File: config.mk
export PLATFORM = sky130hd
export DESIGN_NAME = reservation_station
export DESIGN_NICKNAME = d
export VERILOG_FILES = /design/src/rtl/reservation_station.sv
export SDC_FILE = /design/constraint.sdc
export NUM_CORES = 1
export LEC_CHECK = 0
export ABC_CLOCK_PERIOD_IN_PS = 9700
export CAP_MARGIN = 0
export CORE_ASPECT_RATIO = 1.5
export CORE_MARGIN = 2
export CORE_UTILIZATION = 58
export DETAILED_ROUTE_END_ITERATION = 6
export PLACE_DENSITY = 0.86
export SYNTH_ARGS = -nofsm -noshare
export SYNTH_HDL_FRONTEND = slang
export SYNTH_SLANG_ARGS = --single-unit
File: constraint.sdc
create_clock -name clk_i -period 9.7 [get_ports clk_i]
set_clock_uncertainty 0.2 [all_clocks]
set_input_delay 1.94 -clock clk_i [delete_from_list [all_inputs] [get_ports clk_i]]
set_output_delay 1.94 -clock clk_i [all_outputs]
set_load 0.1 [all_outputs]
File: src/rtl/reservation_station.sv
// Collapsing-queue reservation station: oldest-ready issue,
// CDB operand snoop with dispatch bypass, flush and occupancy.
module reservation_station #(
  parameter int DATA_W  = 16,
  parameter int TAG_W   = 3,
  parameter int OP_W    = 5,
  parameter int ENTRIES = 4,
  parameter int CNT_W   = $clog2(ENTRIES+1)
) (
  input  logic              clk_i,
  input  logic              rst_ni,
  input  logic              flush_i,
  input  logic              disp_valid_i,
  output logic              disp_ready_o,
  input  logic [OP_W-1:0]   disp_op_i,
  input  logic [TAG_W-1:0]  disp_dest_i,
  input  logic [DATA_W-1:0] disp_vj_i,
  input  logic [DATA_W-1:0] disp_vk_i,
  input  logic [TAG_W-1:0]  disp_qj_i,
  input  logic [TAG_W-1:0]  disp_qk_i,
  input  logic              disp_wj_i,
  input  logic              disp_wk_i,
  input  logic              cdb_valid_i,
  input  logic [TAG_W-1:0]  cdb_tag_i,
  input  logic [DATA_W-1:0] cdb_data_i,
  output logic              iss_valid_o,
  input  logic              iss_ready_i,
  output logic [OP_W-1:0]   iss_op_o,
  output logic [TAG_W-1:0]  iss_dest_o,
  output logic [DATA_W-1:0] iss_vj_o,
  output logic [DATA_W-1:0] iss_vk_o,
  output logic [CNT_W-1:0]  occupancy_o
);

  localparam int IDX_W = (ENTRIES > 1) ? $clog2(ENTRIES) : 1;

  typedef struct packed {
    logic [OP_W-1:0]   op;
    logic [TAG_W-1:0]  dest;
    logic [TAG_W-1:0]  qj;
    logic [TAG_W-1:0]  qk;
    logic [DATA_W-1:0] vj;
    logic [DATA_W-1:0] vk;
    logic              wj;
    logic              wk;
  } ent_t;

  ent_t             ent_q [ENTRIES];
  ent_t             ent_d [ENTRIES];
  ent_t             snp   [ENTRIES];
  ent_t             nw;
  logic [CNT_W-1:0] cnt_q, cnt_d;
  logic [CNT_W-1:0] wr;
  logic [ENTRIES-1:0] rdy;
  logic [IDX_W-1:0] sel;
  logic             fire_iss;
  logic             fire_disp;

  assign disp_ready_o = (cnt_q < CNT_W'(ENTRIES)) && !flush_i;
  assign occupancy_o  = cnt_q;
  assign iss_valid_o  = |rdy;
  assign fire_iss     = iss_valid_o && iss_ready_i;
  assign fire_disp    = disp_valid_i && disp_ready_o;
  assign wr           = cnt_q - CNT_W'(fire_iss);

  always_comb begin
    sel = '0;
    for (int i = 0; i < ENTRIES; i++) begin
      rdy[i] = (CNT_W'(i) < cnt_q) &&
               !ent_q[i].wj && !ent_q[i].wk;
    end
    for (int i = ENTRIES-1; i >= 0; i--) begin
      if (rdy[i]) sel = IDX_W'(i);
    end
  end

  always_comb begin
    iss_op_o   = '0;
    iss_dest_o = '0;
    iss_vj_o   = '0;
    iss_vk_o   = '0;
    if (iss_valid_o) begin
      iss_op_o   = ent_q[sel].op;
      iss_dest_o = ent_q[sel].dest;
      iss_vj_o   = ent_q[sel].vj;
      iss_vk_o   = ent_q[sel].vk;
    end
  end

  always_comb begin
    for (int i = 0; i < ENTRIES; i++) begin
      snp[i] = ent_q[i];
      if (cdb_valid_i && ent_q[i].wj &&
          ent_q[i].qj == cdb_tag_i) begin
        snp[i].vj = cdb_data_i;
        snp[i].wj = 1'b0;
      end
      if (cdb_valid_i && ent_q[i].wk &&
          ent_q[i].qk == cdb_tag_i) begin
        snp[i].vk = cdb_data_i;
        snp[i].wk = 1'b0;
      end
    end
  end

  always_comb begin
    nw.op   = disp_op_i;
    nw.dest = disp_dest_i;
    nw.qj   = disp_qj_i;
    nw.qk   = disp_qk_i;
    nw.vj   = disp_vj_i;
    nw.vk   = disp_vk_i;
    nw.wj   = disp_wj_i;
    nw.wk   = disp_wk_i;
    if (cdb_valid_i && disp_wj_i && disp_qj_i == cdb_tag_i) begin
      nw.vj = cdb_data_i;
      nw.wj = 1'b0;
    end
    if (cdb_valid_i && disp_wk_i && disp_qk_i == cdb_tag_i) begin
      nw.vk = cdb_data_i;
      nw.wk = 1'b0;
    end
  end

  // Shift down above the issued slot, then drop the new op at the tail
  always_comb begin
    for (int i = 0; i < ENTRIES; i++) ent_d[i] = snp[i];
    if (fire_iss) begin
      for (int i = 0; i < ENTRIES-1; i++) begin
        if (i >= int'(sel)) ent_d[i] = snp[i+1];
      end
      ent_d[ENTRIES-1] = '0;
    end
    if (fire_disp) begin
      for (int i = 0; i < ENTRIES; i++) begin
        if (CNT_W'(i) == wr) ent_d[i] = nw;
      end
    end
    cnt_d = cnt_q + CNT_W'(fire_disp) - CNT_W'(fire_iss);
    if (flush_i) begin
      cnt_d = '0;
      for (int i = 0; i < ENTRIES; i++) ent_d[i] = '0;
    end
  end

  always_ff @(posedge clk_i or negedge rst_ni) begin
    if (!rst_ni) begin
      cnt_q <= '0;
      for (int i = 0; i < ENTRIES; i++) ent_q[i] <= '0;
    end else begin
      cnt_q <= cnt_d;
      for (int i = 0; i < ENTRIES; i++) ent_q[i] <= ent_d[i];
    end
  end

endmodule

==> impl_metrics.tcl, run 1 <==
set metrics [dict create \
    cp-startpoint "occupancy_o[1]$_DFF_PN0_" \
    crit_fanout 42 \
    worst_pin_slew_ns 1.29 \
    startpoint_type "flip-flop" \
    drive_gt1_share_pct 12.0 \
    grt_max_degree 128 \
    synth.most_common_cell "nand2_1" \
    synth-edff-count 0 \
    dr.pass1.iters 6 \
    syn_area_um2 13200 \
    drt_wl_total_mm 42.4 \
    synth_ff_type "dfrtp_1" \
    clkPwrFrac_pct 16.6 \
    first_global_vias 12800 \
    numCtsBuffers 17 \
    drc 0 \
    ant_nets 0 \
    grt.overflow.total 0 \
    hold_slack_ns 0.349 \
    synthDistinctLibCells 46 \
    cts_resized 0 \
    status "finished, final reports clean" \
    synth_cells 1532 \
    syn_nets 1610 \
    n_antenna_cell 0 \
    crit_path_end_kind "output port" \
    wl_per_cell_um 23.2 \
    rsz0062_at_grt "false" \
    ys_top_cells_by_count "nand2_1, dfrtp_1, a21oi_1" \
    io_buffers 117 \
    die_w_um 127 \
    coreArea_um2 22400 \
    post-cts-setup-buffers 0 \
    gp_congestion 0.850 \
    cts_sinks 195 \
    finalHoldViolCount 0 \
    vias 12800 \
    postSynthAreaPerCell_um2 8.64 \
    antenna_found_initial 0 \
    required_ns 7.56 \
    hold_class "flip-flop to flip-flop" \
    p_seq_share_pct 23.4 \
    setup_viol_count_final 0 \
    grt_pass1_wl_mm 67.3 \
    switching_share_pct 51.3 \
    dieArea_um2 24100 \
    yosysWarnings 0 \
    yosys_register_bits 195 \
    rows 67 \
    r2r_start "occupancy_o[1]$_DFF_PN0_" \
    ir_drop_v 0.000287 \
    hp-start "ent_q[41]$_DFF_PN0_" \
    max_slew_margin_pct 14.1 \
    grt_use_total_pct 35.3 \
    die_height_um 189 \
    clock_latency_ns 0.45 \
    drv_cap 0 \
    dp_hpwl_mm 24.7 \
    cp.arrival_ns 5.13 \
    htree_levels 4 \
    drtIter0Drc 1742 \
    multi_input_area_um2 7740 \
    synthTopCellsByArea "dfrtp_1, mux2i_1, nand2_1" \
    period_share_pct 75.0 \
    power_density_nw_per_um2 323 \
    clock.fmax_ghz 0.138 \
    yosysTopAreaCell "dfrtp_1" \
    crit_type "flip-flop to output port" \
    fin_setup_tns_ns 0 \
    final_nets 1621 \
    start_util_pct 59.1 \
    holdBufCountCts 0 \
    synth-seq-area-share_pct 36.9 \
    comb_power_share_pct 60.0 \
    n_fill_cell 1695 \
    io-pin-count 118 \
    regArea_um2 4880 \
    area_growth_pct 13.8 \
    layout_min_cycle_time_ns 7.27 \
    synth_top_area_share_pct 36.9 \
    drv_slew 0 \
    cts_tree "done" \
    p_leak_nw 6.10 \
    vias_per_cell 6.97 \
    async_flop_share_pct 100 \
    cts.path.max_buffers 2 \
    switchingPower_mw 2.50 \
    intPower_mw 2.37 \
    path_clk_slew_ns 0.07 \
    cts_root_buf "clkbuf_16" \
]
[metal layers]
metal	track usage, %	up-vias	share of wire, %
li1	-	5511	-
met1	41.4	6116	35
met2	56.6	880	47
met3	6.70	253	9.3
met4	27.5	0	7.8
met5	0	-	0
[final cells by class]
type,count,area share [%]
Tap cell,276,2.29
Clock inverter,12,1.52
Timing Repair Buffer,149,9.37
Clock buffer,18,2.85
Multi-Input combinational cell,1173,51.4
Sequential cell,195,32.4
Inverter,7,0.174
[power by group through the flow]
stage / sequential (mW) / combinational (mW) / clock, mW
after floorplan: 1.15 / 2.13 / 0
after global placement: 1.14 / 2.80 / 0
after detailed placement: 1.15 / 2.85 / 0
after CTS: 1.14 / 2.88 / 0.808
after global routing: 1.16 / 3.07 / 0.841
final: 1.14 / 2.92 / 0.808
[cell families (layout without fill, tap and decap cells)]
group                      after synthesis  count (layout)  synth area share, %
AOI/OAI and AO/OA                      418             418                 20.6
xor gates and xnor gates                32              32                 2.12
adders and majority gates                5               5                0.530
buffers and inverters                  164             186                 5.39
DFF                                    195             195                 36.9
muxes                                  214             214                 17.1
and+or+nand+nor                        504             504                 17.4
[placed cells by master, fill, tap and decap left out, drive strengths merged, types with 14 or more instances in the layout]
cell,Yosys,final
mux2i,118,118
xor2,25,25
nand2,290,290
nor2,58,58
clkdlybuf4s50,0,114
dfrtp,195,195
o211ai,97,97
nand3,36,36
a211oi,14,14
mux2,96,96
buf,69,34
a311oi,34,34
nor3,14,14
o22ai,40,40
a211o,32,32
and3,40,40
and2,43,43
clkbuf,88,19
a21oi,188,188
[final timing paths]
path,slack [ns],cells past startpoint,to
worst max register to register,4.80,12,ent_q[25]$_DFF_PN0_
worst min-delay path,0.35,2,ent_q[41]$_DFF_PN0_
worst min register to register,0.35,2,ent_q[41]$_DFF_PN0_
min in group asynchronous,1.46,1,ent_q[170]$_DFF_PN0_
worst max-delay path,2.43,10,iss_vj_o[7]
max in group asynchronous,6.29,2,ent_q[189]$_DFF_PN0_
[registers in the layout (all words and copies together) (netlist names)]
name         flops
ent_q          192
occupancy_o      3
[metrics by stage]
step	power (mW)	std cells	area [um^2]	setup WS, ns	util, %
after global placement	3.94	1800	14400	3.20	64.3
after global routing	5.07	1830	15100	2.23	67.3
after detailed placement	4.00	1800	14400	3.07	64.3
final	4.87	1830	15100	2.43	67.3
after floorplan	3.28	1532	13200	3.37	-
after CTS	4.82	1830	15100	2.55	67.3
[critical path, stage by stage, from the launching register on]
cell and delay (ns):
dfrtp_1 0.42, inv_1 0.09, ha_1 0.29, nor3_1 0.44, and2_1 0.20, buf_4 0.48
nor2_1 0.19, nor2_4 1.00, o22ai_1 0.33, and2_1 0.28, clkdlybuf4s50_1 0.96
Power figures use the tool's default switching activity.
==> run 2, diff against run 1 <==
Settings changed: ABC_CLOCK_PERIOD_IN_PS 9700 to 7000.
Clock period 9.7 ns to 7 ns, I/O delays scaled along.
==> run 2 against run 1 <==
The run now ends with design-rule violations left. Highest routed layer unchanged. Flip-flop and latch count is the same. Hold slack better by 0.0048 ns. Non-clock buffer count is 2 higher. Combinational power up 37%. Cell count is 0.22% higher. Die area stayed put. Clock power is 21% higher. Sequential power grew 39%. Global-route usage increased by 0.36 points. Critical path type unchanged. Largest power group unchanged. Setup slack worse by 1.1 ns. Power up 35%. First-iteration DRC count shrank 2.8%.
==> impl_metrics.tcl, run 2 (synthesis gave the netlist of run 1 again) <==
set metrics [dict create \
    start_util_pct 59.1 \
    period_share_pct 81.7 \
    wl_per_cell_um 23.1 \
    antenna_found_initial 0 \
    startpoint_type "flip-flop" \
    failed_checks "design-rule violations" \
    status "finished with violations" \
    drtIter0Drc 1693 \
    final_nets 1623 \
    grt_pass1_wl_mm 67.6 \
    largest_reg_flops 192 \
    crit_fanout 42 \
    crit_type "flip-flop to output port" \
    clock_latency_ns 0.46 \
    vias 12700 \
    worst_pin_slew_ns 1.11 \
    drt_wl_total_mm 42.4 \
    hold_class "flip-flop to flip-flop" \
    vias_per_cell 6.94 \
    area_growth_pct 12.6 \
    final_cell_mix "nand2_1, dfrtp_1, a21oi_1" \
    drive_gt1_share_pct 15.0 \
    io_buffers 117 \
    power_density_nw_per_um2 440 \
    path_clk_slew_ns 0.08 \
    first_global_vias 12800 \
    drv_cap 0 \
    drv_slew 0 \
    regMostFlops "ent_q" \
    clock.fmax_ghz 0.175 \
    cts_tree "done" \
    grt_max_degree 131 \
    drc 2 \
    die_w_um 127 \
    n_antenna_cell 0 \
    coreArea_um2 22400 \
    layout_commonest_cell "nand2_1" \
    rsz0062_at_grt "false" \
    dp_hpwl_mm 25.5 \
    cts_resized 0 \
    p_leak_nw 6.16 \
    ant_nets 0 \
    layout_min_cycle_time_ns 5.72 \
    cts.path.max_buffers 2 \
    dr.pass1.iters 7 \
    post-cts-setup-buffers 0 \
    setup_viol_count_final 0 \
    holdBufCountCts 0 \
    post-place-ws_ns 1.88 \
    fin_setup_tns_ns 0 \
    grt.overflow.total 0 \
    setup_ws_ns 1.28 \
    total_power_mw 6.56 \
    cts_sinks 195 \
    cp.arrival_ns 4.12 \
    reg2reg_slack_ns 2.61 \
    io-pin-count 118 \
    max_slew_margin_pct 25.9 \
    die_height_um 189 \
    required_ns 5.40 \
    dieArea_um2 24100 \
    grt_use_total_pct 35.7 \
    ir_drop_v 0.000490 \
    htree_levels 4 \
    crit_path_end_kind "output port" \
    numCtsBuffers 17 \
    finalHoldViolCount 0 \
    rows 67 \
    cts_root_buf "clkbuf_16" \
    gp_congestion 0.868 \
]
[run 2: area by class of cell]
class / count / area [um^2]
repair buffers: 151 / 1340
fillers: 1707 / 7480
clock buffers: 18 / 439
well taps: 276 / 345
inverters: 7 / 26.3
clock inverters: 14 / 134
multi-input cells: 1173 / 7740
flip-flops and latches: 195 / 4880
[run 2: worst max-delay path: stages (launching register included)]
cell	delay, ns
dfrtp_1	0.42
inv_1	0.09
ha_1	0.28
nor3_1	0.44
and2_1	0.21
buf_4	0.49
nor2_1	0.19
nor2_4	0.87
o22ai_1	0.19
and2_1	0.22
buf_4	0.23
[run 2: final timing paths]
kind                                     startpoint                    to  cells past startpoint
setup / recovery           occupancy_o[1]$_DFF_PN0_           iss_vk_o[2]                     10
hold / removal                  ent_q[47]$_DFF_PN0_   ent_q[47]$_DFF_PN0_                      2
setup reg to reg           occupancy_o[1]$_DFF_PN0_   ent_q[55]$_DFF_PN0_                     12
hold reg to reg                 ent_q[47]$_DFF_PN0_   ent_q[47]$_DFF_PN0_                      2
max in group asynchronous                    rst_ni  ent_q[106]$_DFF_PN0_                      2
min in group asynchronous                    rst_ni  ent_q[117]$_DFF_PN0_                      1
[run 2: through the flow]
step                      cell area, um^2  util, %  instances  hold WS, ns
after floorplan                     13200        -       1532        0.324
final                               14900     66.6       1834        0.354
after global placement              14300     64.0       1802        0.332
after detailed placement            14300     64.0       1802        0.339
after CTS                           14900     66.6       1834        0.350
after global routing                14900     66.6       1834        0.383
[run 2: power breakdown]
group	switching (mW)	internal, mW	leakage, nW
Clock	0.497	0.483	0.285
Combinational	2.82	1.17	3.22
Sequential	0.185	1.40	2.66
[run 2: layer usage]
metal  vias up  wire, um  track usage (%)
met3       247      4310             7.46
met2       889     20300             58.0
met4         0      3060             25.3
met5         -         0                0
li1       5513         -                -
met1      6084     14700             41.7
